`src/rtl/uart_rx_fifo.sv`:
```
// rtl/uart_rx_fifo.sv - 8N1 UART receiver with 16x oversampling feeding a show-ahead byte FIFO
//
// Parameters:
//   OVS_DIV    - clk_sys cycles per 1/16 bit (2..65535)
//   FIFO_DEPTH - FIFO entries, power of 2, >= 2
// Ports:
//   clk_sys    - system clock
//   rst_sys_n  - asynchronous active-low reset
//   RX         - serial line, idle high, asynchronous
//   rd_data    - head-of-FIFO byte, meaningful while rd_valid
//   rd_valid   - FIFO not empty
//   rd_ready   - pop request, pop on rd_valid && rd_ready
//   fifo_count - number of stored bytes
//   frame_err  - sticky, stop bit sampled low
//   overrun    - sticky, byte dropped on full FIFO
//   clr_err    - pulse clearing both sticky flags (a same-cycle set wins)
module uart_rx_fifo #(
    parameter int OVS_DIV    = 68,
    parameter int FIFO_DEPTH = 8
) (
    input  logic                          clk_sys,
    input  logic                          rst_sys_n,
    input  logic                          RX,
    output logic [7:0]                    rd_data,
    output logic                          rd_valid,
    input  logic                          rd_ready,
    output logic [$clog2(FIFO_DEPTH):0]   fifo_count,
    output logic                          frame_err,
    output logic                          overrun,
    input  logic                          clr_err
);
    localparam int          AW       = $clog2(FIFO_DEPTH);
    localparam logic [15:0] PS_MAX   = 16'(OVS_DIV - 1);
    localparam logic [AW:0] FULL_CNT = (AW + 1)'(FIFO_DEPTH);

    typedef enum logic [1:0] {
        S_IDLE  = 2'd0,
        S_START = 2'd1,
        S_DATA  = 2'd2,
        S_STOP  = 2'd3
    } state_t;

    state_t      r_state;
    state_t      w_state_nxt;

    logic        r_rx_meta;
    logic        r_rx_s;
    logic        r_rx_prev;
    logic [15:0] r_prescale;
    logic [3:0]  r_tick;
    logic [2:0]  r_bit_idx;
    logic [7:0]  r_shift;
    logic        r_push;
    logic [7:0]  r_push_data;
    logic [7:0]  r_mem [FIFO_DEPTH];
    logic [AW:0] r_wr_ptr;
    logic [AW:0] r_rd_ptr;
    logic        r_frame_err;
    logic        r_overrun;

    logic        w_tick;
    logic        w_start_det;
    logic        w_clr_ticks;
    logic        w_data_smp;
    logic        w_stop_ok;
    logic        w_stop_bad;
    logic        w_pop;
    logic        w_full;
    logic        w_wr_en;
    logic        w_drop;
    logic [AW:0] w_count;

    assign w_tick = (r_prescale == PS_MAX);

    always_ff @(posedge clk_sys or negedge rst_sys_n) begin
        if (!rst_sys_n) begin
            r_state <= S_IDLE;
        end else begin
            r_state <= w_state_nxt;
        end
    end

    always_comb begin
        w_state_nxt = r_state;
        w_start_det = 1'b0;
        w_clr_ticks = 1'b0;
        w_data_smp  = 1'b0;
        w_stop_ok   = 1'b0;
        w_stop_bad  = 1'b0;
        case (r_state)
            S_IDLE: begin
                // Only a genuine 1->0 transition starts a frame, so a held-low break never retriggers.
                if (r_rx_prev && !r_rx_s) begin
                    w_start_det = 1'b1;
                    w_state_nxt = S_START;
                end
            end
            S_START: begin
                if (w_tick && (r_tick == 4'd7)) begin
                    if (r_rx_s) begin
                        w_state_nxt = S_IDLE;
                    end else begin
                        w_clr_ticks = 1'b1;
                        w_state_nxt = S_DATA;
                    end
                end
            end
            S_DATA: begin
                if (w_tick && (r_tick == 4'd15)) begin
                    w_data_smp = 1'b1;
                    if (r_bit_idx == 3'd7) begin
                        w_state_nxt = S_STOP;
                    end
                end
            end
            S_STOP: begin
                if (w_tick && (r_tick == 4'd15)) begin
                    w_stop_ok   = r_rx_s;
                    w_stop_bad  = !r_rx_s;
                    w_state_nxt = S_IDLE;
                end
            end
            default: w_state_nxt = S_IDLE;
        endcase
    end

    always_ff @(posedge clk_sys or negedge rst_sys_n) begin
        if (!rst_sys_n) begin
            r_rx_meta   <= 1'b1;
            r_rx_s      <= 1'b1;
            r_rx_prev   <= 1'b1;
            r_prescale  <= 16'd0;
            r_tick      <= 4'd0;
            r_bit_idx   <= 3'd0;
            r_shift     <= 8'h00;
            r_push      <= 1'b0;
            r_push_data <= 8'h00;
        end else begin
            r_rx_meta <= RX;
            r_rx_s    <= r_rx_meta;
            r_rx_prev <= r_rx_s;

            // Restarting the prescaler on the start edge aligns the sample points to the edge.
            if (w_start_det || w_tick) begin
                r_prescale <= 16'd0;
            end else begin
                r_prescale <= r_prescale + 16'd1;
            end

            if (w_start_det || w_clr_ticks) begin
                r_tick <= 4'd0;
            end else if (w_tick && (r_state != S_IDLE)) begin
                r_tick <= r_tick + 4'd1;
            end

            if (w_clr_ticks) begin
                r_bit_idx <= 3'd0;
            end else if (w_data_smp) begin
                r_bit_idx <= r_bit_idx + 3'd1;
            end

            if (w_data_smp) begin
                r_shift <= {r_rx_s, r_shift[7:1]};
            end

            r_push      <= w_stop_ok;
            r_push_data <= r_shift;
        end
    end

    assign w_count = r_wr_ptr - r_rd_ptr;
    assign w_full  = (w_count == FULL_CNT);
    assign w_pop   = rd_valid && rd_ready;
    // When full, a same-cycle pop frees the head slot, which is exactly where the write lands.
    assign w_wr_en = r_push && (!w_full || w_pop);
    assign w_drop  = r_push && w_full && !w_pop;

    always_ff @(posedge clk_sys or negedge rst_sys_n) begin
        if (!rst_sys_n) begin
            r_wr_ptr <= '0;
            r_rd_ptr <= '0;
            for (int i = 0; i < FIFO_DEPTH; i++) begin
                r_mem[i] <= 8'h00;
            end
        end else begin
            if (w_wr_en) begin
                r_mem[r_wr_ptr[AW-1:0]] <= r_push_data;
                r_wr_ptr                <= r_wr_ptr + 1'b1;
            end
            if (w_pop) begin
                r_rd_ptr <= r_rd_ptr + 1'b1;
            end
        end
    end

    always_ff @(posedge clk_sys or negedge rst_sys_n) begin
        if (!rst_sys_n) begin
            r_frame_err <= 1'b0;
            r_overrun   <= 1'b0;
        end else begin
            if (w_stop_bad) begin
                r_frame_err <= 1'b1;
            end else if (clr_err) begin
                r_frame_err <= 1'b0;
            end
            if (w_drop) begin
                r_overrun <= 1'b1;
            end else if (clr_err) begin
                r_overrun <= 1'b0;
            end
        end
    end

    assign rd_data    = r_mem[r_rd_ptr[AW-1:0]];
    assign rd_valid   = (w_count != '0);
    assign fifo_count = w_count;
    assign frame_err  = r_frame_err;
    assign overrun    = r_overrun;

endmodule

```
`config.mk`:
```
export PLATFORM = sky130hd
export DESIGN_NAME = uart_rx_fifo
export DESIGN_NICKNAME = d
export VERILOG_FILES = /design/src/rtl/uart_rx_fifo.sv
export SDC_FILE = /design/constraint.sdc
export NUM_CORES = 1
export LEC_CHECK = 0
export BUFFER_PORTS_ARGS = -buffer_cell sky130_fd_sc_hd__buf_2
export CAP_MARGIN = 20
export CORE_MARGIN = 2
export CORE_UTILIZATION = 30
export CTS_CLUSTER_DIAMETER = 60
export DETAILED_ROUTE_END_ITERATION = 10
export SYNTH_ARGS = -nofsm -noshare
export SYNTH_HDL_FRONTEND = slang
export SYNTH_SLANG_ARGS = --single-unit
```
`constraint.sdc`:
```
create_clock -name clk_sys -period 5.95 [get_ports clk_sys]
set_clock_uncertainty 0.15 [all_clocks]
set_input_delay 0.595 -clock clk_sys [delete_from_list [all_inputs] [get_ports clk_sys]]
set_output_delay 0.595 -clock clk_sys [all_outputs]
set_load 0.05 [all_outputs]
```
======== Yosys cells after proc, flatten, opt, wreduce, memory -nomap -nowiden ========
Index checks and enable logic that the tools add are counted.
cells by class
  $add $sub $neg .......................... 6
  magnitude comparators ................... 3
  eq/ne operators ......................... 13
  mux-type cells .......................... 32
  bitwise logic cells ..................... 2
  reductions and logical operators ........ 23
operators by type and width
  operator                                               number
  bitwise mux 64 bit                                     1
  binary-select mux 8 bit (select 3 bit)                 1
  demux 8 bit (select 3 bit)                             1
  2-to-1 mux 8 bit                                       3
  adder 16 x 1 -> 16 bit (second input constant)         1
  equality test 16 x 7 -> 1 bit (second input constant)  1
  2-to-1 mux 16 bit                                      1
  2-to-1 mux 1 bit                                       14
  adder 4 x 1 -> 4 bit (second input constant)           3
  2-to-1 mux 2 bit                                       6
  inequality test 2 bit (second input constant)          5
  nonzero test 2 bit                                     5
  logical AND 1 bit                                      9
  equality test 4 bit (second input constant)            2
  >= comparator 4 bit (second input constant)            2
  2-to-1 mux 4 bit                                       2
  NOT 3 -> 4 bit                                         2
  one-hot mux 2 bit (4 select lines)                     1
  2-to-1 mux 3 bit                                       2
  AND reduction 5 bit                                    1
  equality test 2 bit (second input constant)            2
  equality test 4 x 3 -> 1 bit (second input constant)   1
  < comparator 4 x 1 -> 1 bit (second input constant)    1
  nonzero test 4 bit                                     1
  7 further kinds                                        11
word-level totals
  bits in registers ....................... 119
  input port bits ......................... 5
  output and inout bits ................... 15
  word-level logic and storage cells ...... 101

======== Longest topological paths before layout ========
Gate-level depths: netlist (run 1).
  depth after elaboration ................. 6
  mapped depth ............................ 12
  mapped depth without buffers ............ 8

======== Worst setup path after synthesis (run 1) ========
OpenSTA, ideal clock, no wires.
  kind .................................... register to output
  start ................................... register r_rd_ptr[1]
  end ..................................... output rd_valid
  arrival time ............................ 3.109 ns
  data required time ...................... 5.205 ns
  slack ................................... 2.096 ns
  cell stages (with the launch flop) ...... 9
  path buffers ............................ 3
  cells stage by stage .................... dfrtp_1 clkbuf_1 buf_1 inv_1 fa_1 nand2b_1 clkbuf_1 or2_2 or3_1
on the way
  cells in the longest elaborated chain, start to end .. 2
ends and longest elaborated chain
  element                 line  text
  start, declared         57    logic [AW:0] r_rd_ptr;
  start signal, assigned  191   r_rd_ptr <= r_rd_ptr + 1'b1;
  subtractor 4 bit        171   assign w_count = r_wr_ptr - r_rd_ptr;
  via fifo_count[1]       27    output logic [$clog2(FIFO_DEPTH):0] fifo_count,
  nonzero test 4 bit      215   assign rd_valid = (w_count != '0);
  end, declared           25    output logic rd_valid,
The timed path passes the listed nets, and every way through them passes these cells.

======== Worst setup path after layout (run 1) ========
  start ................................... register r_rd_ptr[1]
  end ..................................... output rd_valid
on the way
  cells in the longest elaborated chain, start to end .. 2
ends and longest elaborated chain
  element             line
  subtractor 4 bit    171
  nonzero test 4 bit  215
No other way between the ends.

==> metrics.yaml, run 1 <==
outcome: "finished, final reports clean"
post_drt_wl_per_cell_um: 17.19
dr_total_vias: 4609
numCtsBuffers: 17
syn_avg_cell_area_um2: 10.07
gp_congestion: 0.8387
post_cts_resized: 0
syn_area_mm2: 0.006000
drc_errors: 0
ys.flop_type: "dfrtp_1"
yosys_warnings: 0
path_delay_family: "simple AND/OR/NAND/NOR gates"
end_kind: "output pin"
hpwl_um: 9888
syn-instance-count: 596
setup_viol_count_final: 0
antenna_left: 0
grt_start_max_net_pins: 70
power_density_mw_per_mm2: 376.1
die_h_um: 145.4
async_flop_share_pct: 100.0
cp-start-kind: "flip-flop"
clk_latency_ns: 0.42
maxCapViolCount: 0
io_buffers: 19
rows: 51
cp_num_buf_inv: 2
initial_core_util_pct: 30.73
drtPass1Iterations: 5
floorplan.io_pins: 20
p_total_mw: 2.575
p_leak_nw: 2.888
met3_usage_pct: 3.981
hold_viol: 0
die_w_um: 145.4
final_max_slew_viol_count: 0
use_met2_pct: 21.28
min_period_ns: 4.089
yosysSeqAreaShare_pct: 49.70
holdWs_ns: 0.05422
fin_ws_ns: 1.861
drive_above_1_share_pct: 17.72
cts-root-buf: "clkbuf_16"
finalNetCount: 617
cts_tree: "built"
ctsHtreeMaxLevel: 4
dieArea_mm2: 0.02115
grt_pass1_vias: 4246
irDropWorstVdd_v: 0.0001996
worstMarginPinSlew_ns: 1.075
hp-class: "in2async"
slowest_stage: "dfrtp_1"
core_mm2: 0.01953
vias_per_cell: 5.238
critPathKind: "reg2out"
synth_nets: 611
place_ws_ns: 2.003
met1_usage_pct: 20.73
fmax_ghz: 0.2446
cts.clk_slew.worst_paths_ns: 0.06
synth_edf_count: 0
worstPathArrival_ns: 3.34
critPathMaxFanout: 20
grtUsageTotal_pct: 14.44
grt_antenna_before_repair: 0
rsz0062_at_grt: "no"
cts_sinks: 119
slew_headroom_pct: 27.71
crit_required_ns: 5.20
slowest_delay_ns: 0.88
grt_overflow: 0
cts_setup_buffers: 0
final.period_utilization_pct: 68.72
num_antenna_cells: 0
setup_tns_ns: 0
synth_cell_types: 52
area_growth_pct: 14.12
clock_path_buffers: 2
postCtsHoldBufs: 0
finalWirelength_um: 15130
grt_pass1_wl_um: 24080
top_usage_layer: "met2"
synth_seq_cells: 119
drt-initial-drc-count: 506
cp_cell_sequence: "inv_1 -> fa_1 -> nand2b_1 -> or2_2 -> or3_1 -> buf_2"
-- final timing paths --
path,end,start,depth (start not counted),slack (ns)
max in group asynchronous,r_prescale[5],rst_sys_n,2,4.27
min reg2reg,r_rx_s,r_rx_meta,0,0.20
min,r_mem[27],rst_sys_n,1,0.05
min in group clk_sys,r_rx_meta,RX,1,0.13
max reg2reg,r_mem[55],r_rd_ptr[1],7,1.93
max,rd_valid,r_rd_ptr[1],6,1.86
-- cell usage after synthesis (3+ instances only) --
master      n  share of area, %
inv_1       5              0.31
nand3b_1    3              0.38
o211ai_1    6              0.75
o22ai_1    65               6.8
nand4_1     9              0.94
buf_2      16               1.3
dfstp_2     3               1.3
nor2_1     21               1.3
clkbuf_2    3              0.25
dfrtp_1   116                48
or3_1       8              0.83
ha_1        9               1.9
and4b_1     3              0.50
mux4_2     16               6.0
mux2_2      9               1.7
and4_1      6              0.88
nand2b_1    3              0.31
nand2_1   167                10
nor4bb_1    3              0.50
or2_2       3              0.31
nor3b_2     8               1.7
xnor2_1     9               1.3
a21oi_1    11              0.92
nand3_1    10              0.83
nor3_1      6              0.50
buf_6       4              0.75
o21ai_0     7              0.58
buf_1       9              0.56
xor2_1      9               1.3
o31ai_1    10               1.3
clkbuf_1   10              0.63
nor4_1      4              0.42
-- kinds of logic (layout without fill, tap and decap cells) --
group                      after synthesis  after routing  share of synthesized area [%]
AOI/OAI and AO/OA                      110            110                          11.91
xor gates and xnor gates                18             18                          2.628
adders and majority gates               10             10                          2.211
buffers and inverters                   48             67                          3.900
DFF                                    119            119                          49.70
muxes                                   25             25                          7.696
and+or+nand+nor                        266            266                          21.96
-- stage by stage --
stage	utilization [%]	instances	instance area, µm²
CTS	35.01	878	6837
detailed placement	32.14	846	6276
global route	35.06	880	6847
global placement	32.12	845	6271
finish	35.06	880	6847
floorplan	-	596	6000
-- where the power goes --
part           leakage, nW  switching, mW  internal, mW
clock network        0.260          0.384         0.592
logic                 1.36          0.472         0.193
registers             1.27         0.0818         0.853
-- sequential cells by signal, summed over array words and instances, names as in the netlist, named ones only --
signal,flops
frame_err,1
overrun,1
r_bit_idx,3
r_mem,64
r_prescale,16
r_push,1
r_push_data,8
r_rd_ptr,4
r_rx_meta,1
r_rx_prev,1
r_rx_s,1
r_shift,8
r_state,1
r_tick,4
r_wr_ptr,4
-- per-layer routing --
| layer | up-vias | part of all wire [%] |
|---|---|---|
| li1 | 2152 | - |
| met1 | 2271 | 47 |
| met2 | 163 | 45 |
| met3 | 23 | 6.5 |
| met4 | 0 | 1.2 |
| met5 | - | 0 |
-- final cells by class --
type                       instances  area, µm²
fill                            1978      12680
clock inverter                    12      103.9
inverter                           6      22.52
multi-input combinational        429       2785
sequential                       119       2982
tap                              265      331.6
clock buffer                      20      456.7
timing repair buffer              29      165.2
-- cells in the final DEF, fill, tap and decap left out, drive strengths merged, types with 3 or more instances in the layout --
master,synthesis,layout
nand2,167,167
dfrtp,116,116
o22ai,65,65
buf,29,29
nor2,21,21
clkbuf,13,20
mux4,16,16
a21oi,12,12
o31ai,11,11
nand3,10,10
xor2,9,9
xnor2,9,9
nand4,9,9
mux2,9,9
ha,9,9
or3,8,8
nor3b,8,8
o21ai,7,7
nor3,7,7
and4,6,6
o211ai,6,6
clkinvlp,0,6
clkinv,1,6
inv,5,5
nor4b,5,5
nor4,4,4
nand3b,3,3
or2,3,3
nand2b,3,3
nor4bb,3,3
and4b,3,3
dfstp,3,3
and3,3,3
Power figures use the tool's default switching activity.
==> inputs of run 2 (changes only) <==
clock period = 3.4 ns   (was 5.95 ns; I/O delays follow)
==> metrics.yaml, run 2 (synthesis results as in run 1) <==
grtUsageTotal_pct: 14.01
drtPass1Iterations: 5
irDropWorstVdd_v: 0.0003676
fmax_ghz: 0.3111
p_leak_nw: 2.994
largest_register: "r_mem"
finalWirelength_um: 14160
floorplan.io_pins: 20
multi_input_area_mm2: 0.002798
grt_pass1_wl_um: 23960
seq_power_share_pct: 33.1
worstPathArrival_ns: 2.72
die_h_um: 145.4
rsz0062_at_grt: "no"
post_drt_wl_per_cell_um: 15.85
slew_headroom_pct: 45.51
drive_above_1_share_pct: 19.27
reg_top3: "r_mem (64), r_prescale (16)"
antenna_left: 0
critPathMaxFanout: 11
io_buffers: 19
grt_start_max_net_pins: 66
vias_per_cell: 5.064
dr_total_vias: 4522
dpl-instance-area_mm2: 0.006404
final_max_slew_viol_count: 0
outcome: "finished, final reports clean"
clkPwrFrac_pct: 39.7
hold_start: "clr_err"
hold_viol: 0
grt_overflow: 0
ctsHtreeMaxLevel: 4
worstMarginPinSlew_ns: 0.8173
largest_reg_flops: 64
setup_viol_count_final: 0
p_switching_mw: 1.652
grt_antenna_before_repair: 0
numCtsBuffers: 17
final.period_utilization_pct: 94.56
area_growth_pct: 17.66
end_kind: "output pin"
drc_errors: 0
initial_core_util_pct: 30.73
grt_pass1_vias: 4500
p_int_mw: 3.122
cts.clk_slew.worst_paths_ns: 0.05
power_density_mw_per_mm2: 676.2
combPwrFrac_pct: 27.2
hpwl_um: 9290
crit_required_ns: 2.91
cp-startpoint: "r_wr_ptr[0]"
drt-initial-drc-count: 352
clk_latency_ns: 0.42
min_period_ns: 3.215
ff_latch_area_mm2: 0.002983
maxCapViolCount: 0
cts_tree: "built"
clock_path_buffers: 2
core_mm2: 0.01953
rows: 51
num_antenna_cells: 0
dieArea_mm2: 0.02115
r2r_start: "r_rd_ptr[2]"
gp_congestion: 0.7458
layout_common_cells: "nand2_1 (167), dfrtp_1 (115), o22ai_1 (65)"
design_area_mm2: 0.007059
cts-root-buf: "clkbuf_16"
final_common_cell: "nand2_1"
critPathKind: "reg2out"
swShare_pct: 34.61
finalNetCount: 630
setup_tns_ns: 0
fillers: 1962
hp-class: "in2reg"
cts_sinks: 119
die_w_um: 145.4
cp-start-kind: "flip-flop"
-- run 2: changes by cell type in the layout (fill, tap and decap cells not counted), moves of 2 or more --
cell and change:
buf_4 +12, buf_2 -3, bufinv_16 +3, clkinv_2 -3, clkinvlp_4 -3, buf_12 +2, clkbuf_1 +2, clkinv_4 +2
dlygate4sd3_1 +2
-- run 2: worst paths after layout --
kind	end	slack [ns]	depth (start not counted)
max in group asynchronous	r_mem[30]	1.92	3
max	rd_valid	0.19	8
min reg2reg	r_rx_s	0.21	0
max reg2reg	r_mem[31]	0.52	7
min in group asynchronous	r_mem[2]	0.39	2
min	overrun	0.18	3
-- run 2: stage by stage --
stage          power (mW)  setup slack (ns)  hold WS, ns  std cells  utilization [%]
6_report            4.774            0.1851       0.1806        893            36.15
2_1_floorplan       2.573           0.07421      -0.1056        596                -
5_1_grt             5.010           0.02098       0.1733        893            36.15
3_5_place_dp        2.892            0.4646       0.1988        859            32.80
3_3_place_gp        2.887            0.5139       0.1960        859            32.80
4_1_cts             4.817          0.006039       0.1640        893            36.10
-- run 2: metal layers --
layer | global-route usage [%] | vias to the layer above | part of all wire (%)
met5 | 0 | - | 0
met1 | 18.79 | 2216 | 47
met2 | 21.94 | 112 | 47
met3 | 3.511 | 20 | 4.8
met4 | 5.343 | 0 | 1.4
li1 | - | 2174 | -
-- run 2: power groups by stage --
stage	Sequential, mW	Combinational (mW)	Clock [mW]
after floorplan	1.58	0.998	0
after global placement	1.60	1.28	0
after detailed placement	1.60	1.29	0
after CTS	1.58	1.30	1.94
after global routing	1.59	1.41	2.00
final	1.58	1.30	1.90
-- run 2: cell type report --
class / count / area share [%]
timing repair buffer: 42 / 4.254
clock buffer: 21 / 6.381
multi-input combinational: 429 / 39.63
clock inverter: 11 / 2.464
sequential: 119 / 42.25
inverter: 6 / 0.3190
tap: 265 / 4.697
-- run 2: critical path: stages, from the launching register on --
cell      delay [ns]
dfrtp_1         0.34
inv_1           0.06
ha_1            0.20
inv_1           0.07
fa_2            0.44
nand2b_2        0.30
or2_2           0.36
or3_1           0.31
buf_2           0.22
-- run 2: repair_timing --
item                                   CTS  global route
hold buffers                             2             0
setup buffers                            0             0
setup endpoints to repair                0             2
gates resized for setup                  0             3
endpoints found under the hold margin   59             0
==> inputs of run 3 (changes only) <==
ABC_AREA = 1   (was default)
==> metrics.yaml, run 3 <==
largest_register: "r_mem"
drc_errors: 0
place_ws_ns: 0.1321
numCtsBuffers: 17
yosysSeqAreaShare_pct: 50.66
grtUsageTotal_pct: 15.23
cp_num_buf_inv: 2
setup_tns_ns: 0
fin_ws_ns: 0.3141
final.period_utilization_pct: 90.76
rows: 51
fin_util_pct: 35.31
cts_tree: "built"
rsz0062_at_grt: "no"
largest_reg_flops: 64
cp-start-kind: "flip-flop"
grt_start_max_net_pins: 78
grt_overflow: 0
grt_pass1_vias: 4749
hp-class: "in2reg"
clock_path_buffers: 2
hpwl_um: 9644
stdcell_count: 1007
yosysTopAreaCell: "dfrtp_1"
fillers: 2030
synth_top_family_by_area: "simple AND/OR/NAND/NOR gates"
drtPass1Iterations: 5
synth_common_cells: "nand2_1 (222), dfrtp_1 (116), nand4_1 (68)"
reg_top3: "r_mem (64), r_prescale (16)"
power_density_mw_per_mm2: 740.9
async_flop_share_pct: 100.0
hold_viol: 0
outcome: "finished, final reports clean"
synth_top_area_share_pct: 49.32
setup_viol_count_final: 0
final_max_slew_viol_count: 0
slowest_stage: "dfrtp_1"
grt_pass1_wl_um: 24590
io_buffers: 19
cp_cell_sequence: "clkinv_1 -> ha_1 -> a21oi_1 -> nand2_1 -> xor2_1 -> nand3_2 -> buf_6 -> nand3_1 -> nand2_1 -> nand2_1"
synth_cell_types: 36
crit_top_cell: "nand2_1"
finalWirelength_um: 14880
cts_sinks: 119
syn_area_mm2: 0.005886
dr_total_vias: 4976
gp_congestion: 0.8460
synth_simple_gate_area_share_pct: 31.55
num_antenna_cells: 0
dpl-instance-area_mm2: 0.006216
maxCapViolCount: 0
ctsHtreeMaxLevel: 4
crit_required_ns: 3.54
slowest_delay_ns: 0.54
worstMarginPinSlew_ns: 0.7157
p_total_mw: 5.058
ys.flop_type: "dfrtp_1"
synth.most_common_cell: "nand2_1"
clk_latency_ns: 0.41
die_h_um: 144.1
holdWs_ns: 0.03692
min_period_ns: 3.086
die_w_um: 144.1
fmax_ghz: 0.3241
vias_per_cell: 4.941
synth_xor_area_share_pct: 1.764
drt-initial-drc-count: 467
drive_above_1_share_pct: 11.05
synthMuxAreaShare_pct: 0
initial_core_util_pct: 30.44
worstPathArrival_ns: 3.23
synth_edf_count: 0
cts-root-buf: "clkbuf_16"
design_area_mm2: 0.006827
critPathKind: "reg2reg"
final_common_cell: "nand2_1"
placed_cells: 973
core_mm2: 0.01933
yosys_warnings: 0
antenna_left: 0
synth_nets: 727
cts.clk_slew.worst_paths_ns: 0.05
area_growth_pct: 15.99
slew_headroom_pct: 52.11
grt_antenna_before_repair: 0
synth_area_leaders: "dfrtp_1 (49%), nand2_1 (14%), nand4_1 (7.2%), nor2_1 (4.3%), o21ai_0 (4.1%)"
floorplan.io_pins: 20
post_drt_wl_per_cell_um: 14.77
p_leak_nw: 3.430
syn_avg_cell_area_um2: 8.266
syn-instance-count: 712
layout_common_cells: "nand2_1 (222), dfrtp_1 (115), nand4_1 (68)"
synth_seq_cells: 119
end_kind: "flip-flop"
critPathMaxFanout: 77
irDropWorstVdd_v: 0.0005175
path_delay_family: "simple AND/OR/NAND/NOR gates"
finalNetCount: 744
synth_compound_area_share_pct: 7.717
synth_fa_ha_area_share_pct: 2.253
dieArea_mm2: 0.02075
## run 3: cell count changes after synthesis, sizes merged, moves of 16 or more
cell / delta
nand2: +58
o21ai: +42
nand3: +21
nor2: +49
mux4: -16
buf: -16
inv: +35
o22ai: -48
nand4: +61
## run 3: path summary, 6_finish.rpt
path	from	to	slack, ns	depth (start not counted)
max reg2reg	r_rd_ptr[2]	r_mem[22]	0.31	10
min reg2reg	r_rx_meta	r_rx_s	0.21	0
min in group asynchronous	rst_sys_n	r_prescale[8]	0.36	2
min	clr_err	frame_err	0.04	2
max	r_rd_ptr[2]	r_mem[22]	0.31	10
max in group asynchronous	rst_sys_n	r_mem[45]	1.93	3
## run 3: kinds of logic (layout without fill, tap and decap cells)
group | count (synthesis) | after routing
AOI/OAI and AO/OA | 84 | 84
xor gates and xnor gates | 11 | 11
adders and majority gates | 10 | 10
buffers and inverters | 77 | 107
DFF | 119 | 119
and+or+nand+nor | 411 | 411
## run 3: report_power, final
part	total, mW	internal [mW]	switching (mW)
combinational	1.69	0.442	1.25
clock	1.78	1.15	0.628
sequential	1.59	1.50	0.0921
## run 3: final cells by class
class	instances	area [µm²]	area share, %
clock buffers	24	491.7	7.203
clock inverters	8	95.09	1.393
inverters	43	161.4	2.364
multi-input cells	516	2547	37.32
flip-flops and latches	119	2983	43.69
well taps	265	331.6	4.857
repair buffers	32	216.5	3.171
## run 3: metal layers
| metal | GRT usage, % | part of all wire, % | vias up |
|---|---|---|---|
| met4 | 3.715 | 0.87 | 0 |
| li1 | - | - | 2431 |
| met2 | 23.08 | 45 | 161 |
| met5 | 0 | 0 | - |
| met1 | 21.59 | 47 | 2370 |
| met3 | 4.172 | 7.7 | 14 |
## run 3: what timing repair did
item	4_1_cts	5_1_grt
resized for setup	0	1
buffers inserted	0	0
endpoints found under the setup margin	0	54
hold buffers	2	0
endpoints found under the hold margin	50	0
